==> src/rtl/cond_pkg.sv <==
// Shared types for the conditional-execution unit.
//   cond_t  : ARM condition field encodings (Instr[31:28])
//   flags_t : packed NZCV flag vector, indexed by the FLAG_* constants
package cond_pkg;

    typedef enum logic [3:0] {
        CondEq = 4'b0000,
        CondNe = 4'b0001,
        CondCs = 4'b0010,
        CondCc = 4'b0011,
        CondMi = 4'b0100,
        CondPl = 4'b0101,
        CondVs = 4'b0110,
        CondVc = 4'b0111,
        CondHi = 4'b1000,
        CondLs = 4'b1001,
        CondGe = 4'b1010,
        CondLt = 4'b1011,
        CondGt = 4'b1100,
        CondLe = 4'b1101,
        CondAl = 4'b1110,
        CondNv = 4'b1111
    } cond_t;

    localparam int unsigned FLAG_N = 3;
    localparam int unsigned FLAG_Z = 2;
    localparam int unsigned FLAG_C = 1;
    localparam int unsigned FLAG_V = 0;

    typedef logic [3:0] flags_t;

endpackage

==> src/rtl/cond_check.sv <==
// Purely combinational ARM condition evaluator.
//   cond_i     : 4-bit condition field
//   flags_i    : NZCV flags to test against
//   condpass_o : 1 when the condition holds
module cond_check
    import cond_pkg::*;
(
    input  logic [3:0] cond_i,
    input  logic [3:0] flags_i,
    output logic       condpass_o
);

    logic n, z, c, v;

    always_comb begin
        n = flags_i[FLAG_N];
        z = flags_i[FLAG_Z];
        c = flags_i[FLAG_C];
        v = flags_i[FLAG_V];
        condpass_o = 1'b0;
        case (cond_t'(cond_i))
            CondEq:  condpass_o = z;
            CondNe:  condpass_o = ~z;
            CondCs:  condpass_o = c;
            CondCc:  condpass_o = ~c;
            CondMi:  condpass_o = n;
            CondPl:  condpass_o = ~n;
            CondVs:  condpass_o = v;
            CondVc:  condpass_o = ~v;
            CondHi:  condpass_o = c & ~z;
            CondLs:  condpass_o = ~c | z;
            CondGe:  condpass_o = (n == v);
            CondLt:  condpass_o = (n != v);
            CondGt:  condpass_o = ~z & (n == v);
            CondLe:  condpass_o = z | (n != v);
            CondAl:  condpass_o = 1'b1;
            default: condpass_o = 1'b0;  // 1111: never
        endcase
    end

endmodule

==> src/rtl/cond_unit.sv <==
// Conditional-execution unit: holds the architectural NZCV register, a
// single-entry saved-flags register and a saturating skipped-instruction
// counter; evaluates the instruction condition and gates decoder strobes.
//   Inputs : clk, reset (async, active-high), Cond, ALUFlags, FlagW, PCS,
//            RegW, MemW, NoWrite, Stall, Flush, SaveFlags, RestoreFlags
//   Outputs: PCSrc, RegWrite, MemWrite, CondEx (combinational),
//            Flags, Carry, SkipCount (registered state)
module cond_unit
    import cond_pkg::*;
#(
    parameter int unsigned CNTW = 16
) (
    input  logic            clk,
    input  logic            reset,
    input  logic [3:0]      Cond,
    input  logic [3:0]      ALUFlags,
    input  logic [1:0]      FlagW,
    input  logic            PCS,
    input  logic            RegW,
    input  logic            MemW,
    input  logic            NoWrite,
    input  logic            Stall,
    input  logic            Flush,
    input  logic            SaveFlags,
    input  logic            RestoreFlags,
    output logic            PCSrc,
    output logic            RegWrite,
    output logic            MemWrite,
    output logic            CondEx,
    output logic [3:0]      Flags,
    output logic            Carry,
    output logic [CNTW-1:0] SkipCount
);

    flags_t            flags_q, flags_d;
    flags_t            saved_flags_q, saved_flags_d;
    logic [CNTW-1:0]   skip_cnt_q, skip_cnt_d;
    logic              condpass;
    logic              upd;

    // Condition is always tested against the registered flags so a
    // flag-setting op in cycle n steers the instruction in cycle n+1.
    cond_check u_cond_check (
        .cond_i     (Cond),
        .flags_i    (flags_q),
        .condpass_o (condpass)
    );

    always_comb begin
        CondEx   = condpass & ~Flush;
        PCSrc    = PCS & CondEx;
        MemWrite = MemW & CondEx;
        RegWrite = RegW & CondEx & ~NoWrite;
        upd      = ~Stall & ~Flush & CondEx;
    end

    always_comb begin
        flags_d = flags_q;
        if (upd && FlagW[1]) begin
            flags_d[FLAG_N] = ALUFlags[FLAG_N];
            flags_d[FLAG_Z] = ALUFlags[FLAG_Z];
        end
        if (upd && FlagW[0]) begin
            flags_d[FLAG_C] = ALUFlags[FLAG_C];
            flags_d[FLAG_V] = ALUFlags[FLAG_V];
        end
        // Restore wins over any ALU write and ignores Flush/CondEx.
        if (!Stall && RestoreFlags) begin
            flags_d = saved_flags_q;
        end

        // Save takes the pre-edge value; with Restore this forms a swap.
        saved_flags_d = saved_flags_q;
        if (!Stall && SaveFlags) begin
            saved_flags_d = flags_q;
        end

        skip_cnt_d = skip_cnt_q;
        if (!Stall && !Flush && !condpass && (skip_cnt_q != {CNTW{1'b1}})) begin
            skip_cnt_d = skip_cnt_q + {{(CNTW-1){1'b0}}, 1'b1};
        end
    end

    always_ff @(posedge clk or posedge reset) begin
        if (reset) begin
            flags_q       <= '0;
            saved_flags_q <= '0;
            skip_cnt_q    <= '0;
        end else begin
            flags_q       <= flags_d;
            saved_flags_q <= saved_flags_d;
            skip_cnt_q    <= skip_cnt_d;
        end
    end

    assign Flags     = flags_q;
    assign Carry     = flags_q[FLAG_C];
    assign SkipCount = skip_cnt_q;

endmodule

==> config.mk <==
export PLATFORM = sky130hd
export DESIGN_NAME = cond_unit
export DESIGN_NICKNAME = d
export VERILOG_FILES = /design/src/rtl/cond_pkg.sv /design/src/rtl/cond_check.sv /design/src/rtl/cond_unit.sv
export SDC_FILE = /design/constraint.sdc
export NUM_CORES = 1
export LEC_CHECK = 0
export BUFFER_PORTS_ARGS = -buffer_cell sky130_fd_sc_hd__clkbuf_2
export CAP_MARGIN = 25
export CORE_MARGIN = 3
export CORE_UTILIZATION = 39
export DETAILED_ROUTE_END_ITERATION = 8
export PLACE_DENSITY = 0.64
export SLEW_MARGIN = 20
export SYNTH_ARGS = -nofsm -noshare
export SYNTH_HDL_FRONTEND = slang
export SYNTH_HIERARCHICAL = 1
export SYNTH_SLANG_ARGS = --single-unit
==> constraint.sdc <==
create_clock -name clk -period 4.6 [get_ports clk]
set_clock_uncertainty 0.1 [all_clocks]
set_input_delay 0.23 -clock clk [delete_from_list [all_inputs] [get_ports clk]]
set_output_delay 0.23 -clock clk [all_outputs]
set_load 0.02 [all_outputs]
=== Word level (Yosys, flattened, before mapping) ===
Cells that the tools add are included.

* Bits in registers: 24
* Bits of input ports: 20
* Output and inout bits: 25
* Logic and storage cells: 57

* $add $sub $neg: 1
* Equality and inequality tests: 17
* Mux-type cells: 4
* Bitwise logic cells: 18
* Reductions and logical operators: 13

{| class="wikitable"
|+ Operator list
! cell !! count
|-
| == test 4 bit, second input constant || 7
|-
| adder 16 x 1 -> 16 bit, second input constant || 1
|-
| == test 4 x 3 -> 1 bit, second input constant || 4
|-
| != test 16 bit, second input constant || 1
|-
| case mux 1 bit (15 select lines) || 1
|-
| AND 1 bit || 9
|-
| == test 4 x 2 -> 1 bit, second input constant || 2
|-
| logical AND 1 bit || 7
|-
| NOT 1 bit || 7
|-
| == test 4 x 1 -> 1 bit, second input constant || 1
|-
| zero test 4 bit || 1
|-
| two-way mux 2 bit || 2
|-
| two-way mux 4 bit || 1
|-
| nonzero test 2 bit || 2
|-
| zero test 1 bit || 3
|-
| bitwise OR 1 bit || 2
|-
| == test 1 bit || 1
|-
| != test 1 bit || 1
|}

=== Depth between registers and ports, before layout ===
Gate-level depths: netlist of the first run.

* Word-level depth: 8
* Gate-level depth with buffers: 10
* Depth with buffers taken out: 8

=== Hierarchy ===
Netlist of the first run, hierarchy kept.

{| class="wikitable"
|+ Modules (own cells, without submodules)
! module !! instances !! cells each !! area an instance (µm²) !! seq. area each (µm²)
|-
| cond_unit || 1 || 114 || 1211.2 || 600.6
|-
| cond_check || 1 || 28 || 193.9 || 0.0
|}

=== Least setup slack after synthesis of the first run ===
Ideal clock, no wire load.

* Path type: register to register
* From: reg flags_q[3], in the netlist Flags[3]
* To: reg skip_cnt_q[15], in the netlist SkipCount[15]
* Library setup time: 0.080 ns
* Arrival: 2.822 ns
* Required time: 4.420 ns
* Slack: 1.598 ns
* Stages on the path, launching flop included: 10
* Buffers on the path: 1
* Period minus slack after synthesis: 3.002 ns
* Cells stage by stage: dfrtp_1 -> xnor2_2 -> o22ai_1 -> a211o_1 -> a211o_1 -> or3_1 -> buf_2 -> or4b_4 -> nor4b_2 -> xor2_1

* Cells in the longest elaborated chain, start to end: 6
* Elaborated cells on any way between the ends: 9
* Classes of those cells: 2 x eq/ne; 1 x mux; 3 x bitwise; 3 x reduce/logical

{| class="wikitable"
|+ RTL lines
! what !! RTL line !! text
|-
| start: declaration || cond_unit.sv:35 || <nowiki>flags_t flags_q, flags_d;</nowiki>
|-
| start signal: assignment || cond_unit.sv:90 || <nowiki>flags_q <= flags_d;</nowiki>
|-
| != test 1 bit / == test 1 bit (equally long branches) || - ||
|-
| bitwise OR 1 bit / AND 1 bit (equally long branches) || cond_check.sv:35, cond_check.sv:34 ||
|-
| case mux 1 bit (15 select lines) * || cond_check.sv:21 || <nowiki>case (cond_t'(cond_i))</nowiki>
|-
| named net condpass || cond_unit.sv:38 || <nowiki>logic condpass;</nowiki>
|-
| zero test 1 bit * || cond_unit.sv:79 || <nowiki>if (!Stall && !Flush && !condpass && (skip_cnt_q != {CNTW{1'b1}})) begin</nowiki>
|-
| logical AND 1 bit * (2 in a row) || cond_unit.sv:79 ||
|-
| end signal: assignment || cond_unit.sv:92 || <nowiki>skip_cnt_q <= skip_cnt_d;</nowiki>
|-
| end: declaration || cond_unit.sv:37 || <nowiki>logic [CNTW-1:0] skip_cnt_q, skip_cnt_d;</nowiki>
|}

Mark *: on every way through the listed nets, which the timed path passes. The rest lies on a longest branch.
A chain may end at the register's enable or synchronous reset.

=== Worst setup path after layout of the first run ===
Same ends and word-level chain as after synthesis.

==> results of run 1 <==
final cells by class:
type                       instances  area [sq um]
fill                             326          1693
tap                               46         57.56
multi-input combinational        113         779.5
clock buffer                       4         36.28
sequential                        24         600.6
timing repair buffer              46         245.2
inverter                           1         3.754
cells by family (layout without fill, tap and decap cells):
logic type,count (synthesis),in the layout,share of synthesized area [%]
DFF,24,24,42.74
adders and majority gates,1,1,0.8903
and+or+nand+nor,69,69,27.16
buffers and inverters,5,51,1.781
xor gates and xnor gates,16,16,10.51
AOI/OAI and AO/OA,16,16,7.836
muxes,11,11,9.083
power groups by stage:
stage | clock [mW] | sequential [mW] | combinational (mW)
floorplan | 0 | 0.337 | 0.104
global placement | 0 | 0.309 | 0.195
detailed placement | 0 | 0.313 | 0.199
CTS | 0.119 | 0.308 | 0.201
global route | 0.127 | 0.318 | 0.222
finish | 0.111 | 0.309 | 0.200
path summary, 6_finish.rpt:
check | slack [ns] | end | from
max | 1.48 | SkipCount[15] | Flags[3]
min | 0.13 | Flags[0] | ALUFlags[0]
max reg2reg | 1.48 | SkipCount[15] | Flags[3]
min reg2reg | 0.43 | SkipCount[11] | SkipCount[11]
max in group asynchronous | 3.64 | SkipCount[8] | reset
min in group asynchronous | 0.32 | saved_flags_q[1] | reset
critical path, cell delays in order (launching register included):
cell and delay [ns]:
dfrtp_1 0.50, xnor2_2 0.23, o22ai_1 0.12, a211o_1 0.31
a211o_1 0.29, or3_1 0.44, or4b_4 0.61, nor4b_2 0.29
xor2_1 0.17
cells in the final DEF (no fill, tap or decap), types with 3 or more instances in the layout:
cell,instances
clkbuf_4,3
xor2_1,12
nor2b_1,4
nand3_1,6
nor3b_1,3
mux2_2,9
nor2_1,8
nand2b_1,3
nor3_1,8
a21oi_1,5
clkbuf_2,44
nand2_1,20
dfrtp_1,24
nand4_1,3
xnor2_1,3
layer usage:
| metal | track usage [%] | part of all wire (%) |
|---|---|---|
| met1 | 20.32 | 46 |
| met2 | 26.91 | 49 |
| met3 | 2.211 | 3.2 |
| met4 | 6.091 | 1.8 |
| met5 | 0 | 0 |
through the flow:
step	utilization (%)	setup WS (ns)	hold WS, ns	instance area, sq um
floorplan	-	1.598	0.1446	1405
global placement	48.64	1.597	0.3584	1662
detailed placement	48.64	1.504	0.3534	1662
CTS	50.00	1.473	0.1112	1708
global route	50.44	1.288	0.1287	1723
finish	50.44	1.480	0.1280	1723
registers in the layout, summed over array words and instances, names as in the netlist:
register / count
SkipCount: 16
Flags: 4
saved_flags_q: 4
timing repair:
item | in CTS | in global routing
setup endpoints to repair | 0 | 0
hold endpoints to repair | 24 | 0
hold buffers | 1 | 0
==> run summary, run 1 <==
Switching power: 0.2302 mW
CP required: 4.75 ns
Avg Inst Size Synth: 9.895 sq um
Synthesized Nets: 163
Clock buffer depth: 2
Initial core utilization: 41.14%
Grt ovf: 0
Initial antenna violation count: 0
Fin crit share: 67.82%
Cell Pwr Density: 360.1 mW/mm^2
Post-synthesis sequential area ratio: 42.74%
Iter 0 DRT Violations: 51
Clock Root Buffer: clkbuf_4
Yosys cell types: 39
Critical Path Start Type: register
Final wirelength: 3112 um
First drt pass iteration count: 4
Routability congestion estimate: 0.8055
Maxcap violations: 0
DP Cell Count: 228
GRT Total Usage: 15.85%
Int Power: 0.3901 mW
Clock-pin slew on the worst setup and hold paths: 0.13 ns
Mapped Area: 0.001405 sq mm
WP data arrival: 3.27 ns
Worst Tran Pin Value: 0.7887 ns
TritonCTS clock tree: done
Slew Limit Fails: 0
Vias/cell: 5.073
# clock sinks: 24
Clock Latency Late Sink: 0.31 ns
First-pass GRT wire length: 5409 um
Routed Antenna Nets: 0
DR DRC count: 0
Fraction of registers with async set/reset: 100.0%
Wire per inst: 13.30 um
Dpl hpwl: 2396 um
Worst Reg-to-Reg Cells: 8
Ant diodes: 0
Unrepaired setup endpoints after global routing: no
Crit Path Category: register to register
Area contributors post-synth: dfrtp_1 43%, xor2_1 7.5%, mux2_2 7.2%
Fin nets: 210
Final setup viols: 0
Final Critical Period: 3.120 ns
Logic gate share of total power: 32.3%
# rows: 21
Hold path depth: 4
Largest net degree at the start of global routing: 25
Synth warnings: 6
Top FF cell, synth: dfrtp_1
Number of synthesized flops with an enable pin: 0
Status: finished clean
Synth cell count leaders: 24 x dfrtp_1, 20 x nand2_1, 12 x xor2_1
Share of the synthesized area in the top cell type: 42.74%
Non-filler cells in the finished layout: 234
Post-CTS setup buffer count: 0
Slew margin rel.: 46.98%
Maximum VDD drop: 0.2126 mV
Clock share of power: 17.9%
Critical Path Fanout Max: 8
Chip Height: 66.03 um
Setup TNS Final: 0 ns
I/O Buffers: 44
Ports: 45
Yosys reg bits: 24
Die Wd: 66.03 um
Synth Instances: 142
Switching Share: 37.11%
Synth-to-Final Area Change: 22.62%
Hold Crit Class: input port to register
Lkg Pwr: 0.8582 nW
Via count: 1187
Die area: 0.004359 sq mm
Cts repair resizes: 0
Fmax achieved: 0.3205 GHz
Cts bufs inserted: 3
Final hold vios: 0
Reg power frac: 49.8%
Total power: 0.6203 mW
Largest area contributor in the netlist: dfrtp_1
Layout cells sized above 1: 33.51%
H-tree levels: 1
Placeable Area: 0.003416 sq mm
Vias in the first global route: 1204
Crit end category: register
Leading cell type by number of instances after synthesis: dfrtp_1
Note: power is estimated with default switching activity, not from simulation.
==> run 2: changes to the inputs <==
--- a/config.mk
+++ b/config.mk
@@ -5,12 +5,13 @@
 export SDC_FILE = /design/constraint.sdc
 export NUM_CORES = 1
 export LEC_CHECK = 0
+export ABC_AREA = 1
 export BUFFER_PORTS_ARGS = -buffer_cell sky130_fd_sc_hd__clkbuf_2
 export CAP_MARGIN = 25
 export CORE_MARGIN = 3
 export CORE_UTILIZATION = 39
 export DETAILED_ROUTE_END_ITERATION = 8
-export PLACE_DENSITY = 0.64
+export PLACE_DENSITY = 0.62
 export SLEW_MARGIN = 20
 export SYNTH_ARGS = -nofsm -noshare
 export SYNTH_HDL_FRONTEND = slang
==> constraint.sdc (replaced) <==
create_clock -name clk -period 2.9 [get_ports clk]
set_clock_uncertainty 0.1 [all_clocks]
set_input_delay 0.145 -clock clk [delete_from_list [all_inputs] [get_ports clk]]
set_output_delay 0.145 -clock clk [all_outputs]
set_load 0.02 [all_outputs]
==> run 2 against run 1 <==
Against the previous run:
- power rose by 80%
- global-route usage is 1.5 points higher
- routed wire length increased by 33%
- largest cell class unchanged
- sequential cell count stayed put
- non-clock buffer count stayed put
- sequential share of layout area down 6.3 points
- utilization rose by 0.32 points
- sequential power up 53%
- register-to-register slack worse by 0.50 ns
- setup slack got worse by 0.72 ns
- critical endpoint is now MemWrite
- area after synthesis is 24% higher
==> run summary, run 2 <==
I/O Buffers: 44
Initial core utilization: 41.88%
Slew Limit Fails: 0
Largest net degree at the start of global routing: 25
Clock-pin slew on the worst setup and hold paths: 0.09 ns
Via count: 1719
Final setup viols: 0
Setup TNS Final: 0 ns
Fin nets: 334
Crit end category: output port
Share of the synthesized area in the top cell type: 34.61%
Ports: 45
DR DRC count: 0
First-pass GRT wire length: 7224 um
Area contributors post-synth: dfrtp_1 35%, nand2_1 21%, nand3_1 8.4%
Synth Instances: 265
Chip Height: 72.71 um
Grt ovf: 0
Final Critical Period: 2.144 ns
Max reg flops: 16
Routed Antenna Nets: 0
Placeable Area: 0.004144 sq mm
WP data arrival: 1.90 ns
Leading cell type in the layout, fill and taps excluded: nand2_1
Critical Path Start Type: register
Synth cell count leaders: 97 x nand2_1, 29 x nand3_1, 28 x inv_1, 28 x nor2_1, 24 x dfrtp_1
CP max stage cell: dfrtp_1
Yosys reg bits: 24
H-tree levels: 1
Clock Root Buffer: clkbuf_8
Routability congestion estimate: 0.8953
First drt pass iteration count: 4
Cts bufs inserted: 3
Vias in the first global route: 1662
Clock Latency Late Sink: 0.27 ns
Die Wd: 72.71 um
Cts repair resizes: 0
Maximum VDD drop: 0.3234 mV
Crit Path Category: register to output port
Critical Path Fanout Max: 7
Fillers: 454
Ant diodes: 0
Cell mode on critical path: nand2_1
Most frequent cells in the layout: 97 x nand2_1, 44 x clkbuf_2, 29 x nand3_1
Final hold vios: 0
Mapped Area: 0.001735 sq mm
Cell Pwr Density: 529.5 mW/mm^2
Dpl hpwl: 3265 um
Hold Crit Class: input port to register
Layout cells sized above 1: 25.96%
Unrepaired setup endpoints after global routing: no
Final wirelength: 4146 um
Clock buffer depth: 2
Number of synthesized flops with an enable pin: 0
Synth warnings: 6
Maxcap violations: 0
Initial antenna violation count: 0
# rows: 23
Wire per inst: 11.45 um
TritonCTS clock tree: done
Slowest stage delay, CP: 0.48 ns
Largest area contributor in the netlist: dfrtp_1
Post-CTS setup buffer count: 0
Top FF cell, synth: dfrtp_1
Iter 0 DRT Violations: 81
# clock sinks: 24
Worst path top cell family by delay: simple AND/OR/NAND/NOR gates
Die area: 0.005286 sq mm
Vias/cell: 4.749
Post-synthesis sequential area ratio: 34.61%
CP bufs+invs: 4
GRT Total Usage: 17.30%
Slew margin rel.: 71.64%
Synthesized Nets: 286
Avg Inst Size Synth: 6.549 sq um
Fin crit share: 73.93%
Status: finished clean
Fraction of registers with async set/reset: 100.0%
Synth-to-Final Area Change: 21.20%
Worst Tran Pin Value: 0.4249 ns
Critical-path cell list: inv_1 > nand2_1 > nand3_1 > nand2_1 > nand2_1 > nand2_1 > nor2_1 > nand2_1 > inv_2 > nor2_2 > inv_1 > nor2_1 > clkbuf_2
Yosys cell types: 26
Lkg Pwr: 1.100 nW
Min Hold Slack: 0.01880 ns
Leading cell type by number of instances after synthesis: nand2_1
CP required: 2.65 ns
Fmax achieved: 0.4664 GHz
==> run 2: cell types whose count changed in the layout (fill, tap and decap cells not counted), sizes merged, moves of 6 or more <==
| cell | delta |
|---|---|
| nand2 | +87 |
| mux2 | -10 |
| inv | +33 |
| nor2 | +31 |
| nand3 | +25 |
| nor3 | -6 |
| xor2 | -12 |
==> run 2: metal layers <==
layer  GRT usage, %  wire length [um]  vias to the layer above
li1               -                 -                      920
met1          22.55              1982                      758
met3          2.893               143                        6
met5              0                 0                        -
met2          28.56              1937                       35
met4          6.762                82                        0
==> run 2: area by class of cell <==
type	count	area, sq um	area share (%)
inverter	36	135.1	6.425
clock inverter	1	30.03	1.428
tap	50	62.56	2.974
sequential	24	600.6	28.55
clock buffer	3	41.29	1.963
multi-input combinational	202	975.9	46.40
timing repair buffer	46	257.7	12.25
==> run 2: worst reg2reg max path: stages, from the launching register on <==
cell     delay [ns]
dfrtp_1        0.47
inv_1          0.13
nand2_1        0.09
nand3_1        0.10
nand2_1        0.06
nand2_1        0.05
nand2_1        0.05
nor2_1         0.08
nand2_1        0.07
inv_2          0.07
nand2_2        0.12
inv_2          0.11
nand3_4        0.08
nor2_2         0.11
nand2_1        0.06
nand2_1        0.05
nand2_1        0.04
==> run 2: worst paths after layout <==
check	startpoint	to	slack [ns]	cells after the start
setup / recovery	Flags[3]	MemWrite	0.76	13
hold / removal	ALUFlags[1]	Flags[1]	0.02	3
setup reg to reg	Flags[0]	SkipCount[13]	0.98	16
hold reg to reg	saved_flags_q[2]	saved_flags_q[2]	0.38	2
max in group asynchronous	reset	SkipCount[13]	1.98	4
min in group asynchronous	reset	saved_flags_q[1]	0.29	3
==> run 2: repair_timing <==
action / 4_1_cts / 5_1_grt
hold buffers: 1 / 0
endpoints found under the setup margin: 0 / 0
hold endpoints to repair: 24 / 0
==> run 2: per-stage QoR <==
| step | instances | utilization, % | total power, mW | setup WS (ns) | instance area [sq um] |
|---|---|---|---|---|---|
| 6_report | 362 | 50.75 | 1.114 | 0.7561 | 2103 |
| 5_1_grt | 362 | 50.75 | 1.197 | 0.5158 | 2103 |
| 4_1_cts | 361 | 50.09 | 1.124 | 0.7626 | 2076 |
| 3_5_place_dp | 356 | 48.13 | 0.8215 | 1.003 | 1994 |
| 3_3_place_gp | 356 | 48.13 | 0.8152 | 1.034 | 1994 |
| 2_1_floorplan | 265 | - | 0.7083 | 0.9545 | 1735 |
==> run 2: cells by family (layout without fill, tap and decap cells) <==
logic type	Yosys count	after routing	synth area share, %
buffers and inverters	39	86	9.156
multiplexers	1	1	0.6488
AO/OA/AOI/OAI	11	11	3.893
XOR/XNOR	5	5	2.523
adder cells (fa/ha/maj)	1	1	0.7209
flip-flops	24	24	34.61
AND/OR/NAND/NOR	184	184	48.45
==> run 2: where the power goes <==
group,switching (mW),leakage [nW],internal (mW)
clock network,0.112,0.0357,0.185
registers,0.0840,0.305,0.389
logic,0.217,0.760,0.128
total,0.413,1.10,0.701
==> run 3: changes to the inputs <==
==> constraint.sdc (replaced) <==
create_clock -name clk -period 2.19 [get_ports clk]
set_clock_uncertainty 0.1 [all_clocks]
set_input_delay 0.1095 -clock clk [delete_from_list [all_inputs] [get_ports clk]]
set_output_delay 0.1095 -clock clk [all_outputs]
set_load 0.02 [all_outputs]
==> run 3 against run 2 <==
Against the previous run:
- clock power rose by 34%
- design area up 1.3%
- non-clock buffer count rose by 4
- count of clock-buffer cells in the layout is the same
- combinational power rose by 33%
- via count up 0.93%
- sequential power grew 33%
- global-route usage is 0.37 points higher
- utilization grew 0.66 points
- register-to-register slack worse by 0.68 ns
==> run summary, run 3 (synthesis gave the netlist of run 2 again) <==
Hold path startpoint: SaveFlags
Min Hold Slack: 0.01325 ns
Slew Limit Fails: 0
Logic gate share of total power: 31.0%
Hold Crit Class: input port to register
Clock buffer depth: 2
Clock Root Buffer: clkbuf_8
Status: finished clean
First-pass GRT wire length: 7445 um
Worst R2R Setup Slack: 0.30 ns
# rows: 23
Leading cell type in the layout, fill and taps excluded: nand2_1
Reg2Reg Launch Point: Flags[3]
WP data arrival: 1.77 ns
Dpl hpwl: 3225 um
Worst Reg-to-Reg Cells: 16
Hold EP: saved_flags_q[3]
Initial core utilization: 41.88%
Placeable Area: 0.004144 sq mm
Cell Pwr Density: 695.7 mW/mm^2
Cell mode on critical path: nor2_1
Clock-pin slew on the worst setup and hold paths: 0.09 ns
Fin nets: 338
Most frequent cells in the layout: 97 x nand2_1, 44 x clkbuf_2, 29 x nand3_1
Max reg flops: 16
CP required: 1.98 ns
CP bufs+invs: 3
Iter 0 DRT Violations: 88
Switching power: 0.5508 mW
First drt pass iteration count: 4
CP max stage cell: dfrtp_1
Clock share of power: 26.7%
Int Power: 0.9317 mW
Final hold vios: 0
H-tree levels: 1
Routability congestion estimate: 0.8679
GR Util met1: 23.24%
Grt ovf: 0
Layout cells sized above 1: 26.27%
Critical-path cell list: nor2_1 > nand2_1 > nor2_1 > nand2_1 > nand2_2 > nor2_1 > nand2_1 > inv_2 > nor2_4 > inv_1 > nor2_1 > clkbuf_2
Lkg Pwr: 1.108 nW
GRT Total Usage: 17.68%
Grt met3 use: 3.581%
Wire per inst: 11.43 um
Finished layout cell area: 0.002131 sq mm
TritonCTS clock tree: done
Placed inst area: 0.002002 sq mm
Clock Latency Late Sink: 0.27 ns
Ant diodes: 0
Vias in the first global route: 1694
Crit end category: output port
Switching Share: 37.16%
Maxcap violations: 0
Post-CTS setup buffer count: 0
Routed Antenna Nets: 0
Worst Tran Pin Value: 0.3125 ns
Initial antenna violation count: 0
Ports: 45
Die Wd: 72.71 um
# clock sinks: 24
Vias/cell: 4.740
Fin crit share: 90.46%
Unrepaired setup endpoints after global routing: no
Hold path depth: 3
Setup TNS Final: 0 ns
Cts bufs inserted: 3
Slew margin rel.: 79.17%
Most used routing layer: met2
Critical Path Start Type: register
Critical Path Fanout Max: 7
Post-Route Utilization: 51.42%
Slowest stage delay, CP: 0.48 ns
Final wirelength: 4182 um
Die area: 0.005286 sq mm
Fmax achieved: 0.5048 GHz
Worst path top cell family by delay: simple AND/OR/NAND/NOR gates
Crit Path Category: register to output port
DR DRC count: 0
Met2 GRT Util: 28.96%
Final setup viols: 0
Chip Height: 72.71 um
Maximum VDD drop: 0.5238 mV
Synth-to-Final Area Change: 22.78%
Largest net degree at the start of global routing: 25
R2r endpoint: SkipCount[13]
Final Critical Period: 1.981 ns
I/O Buffers: 44
Via count: 1735
Reg power frac: 42.3%
run 3: cell type report:
class / count / area (sq um)
fillers: 430 / 2013
multi-input cells: 202 / 980.9
flip-flops and latches: 24 / 603.1
repair buffers: 50 / 277.8
inverters: 36 / 135.1
well taps: 50 / 62.56
clock buffers: 3 / 41.29
clock inverters: 1 / 30.03
run 3: worst max-delay path by stage:
stage | cells after the start | start | slack [ns] | endpoint
final | 12 | Flags[2] | 0.21 | MemWrite
after global routing | 12 | Flags[3] | 0.02 | MemWrite
after CTS | 13 | Flags[3] | 0.09 | MemWrite
after detailed placement | 16 | Flags[3] | 0.31 | SkipCount[13]
after global placement | 15 | Flags[0] | 0.33 | SkipCount[13]
after floorplan | 12 | Flags[3] | 0.28 | MemWrite
run 3: worst min-delay path, cell delays in order:
cell,delay [ns]
clkbuf_2,0.11
nand3_1,0.08
nand2_1,0.05
run 3: power groups by stage:
stage	clock network [mW]	registers (mW)	logic (mW)
5_1_grt	0.428	0.644	0.521
6_report	0.396	0.627	0.459
3_5_place_dp	0	0.633	0.454
3_3_place_gp	0	0.629	0.451
2_1_floorplan	0	0.679	0.259
4_1_cts	0.405	0.624	0.463
run 3: timing repair:
item / CTS / global route
resized for setup: 0 / 3
hold buffers: 5 / 0
endpoints found under the hold margin: 28 / 0
setup endpoints to repair: 0 / 3
run 3: routing by layer:
| layer | part of all wire (%) | routed length (um) |
|---|---|---|
| met2 | 47 | 1966 |
| met5 | 0 | 0 |
| met4 | 2.3 | 95 |
| met1 | 47 | 1958 |
| met3 | 3.8 | 160 |
run 3: metrics by stage:
step	total power, mW	std cells	setup slack [ns]
after floorplan	0.9379	265	0.2800
after global placement	1.080	357	0.3281
after detailed placement	1.087	357	0.3078
after CTS	1.492	366	0.09282
after global routing	1.594	366	0.01726
final	1.482	366	0.2090
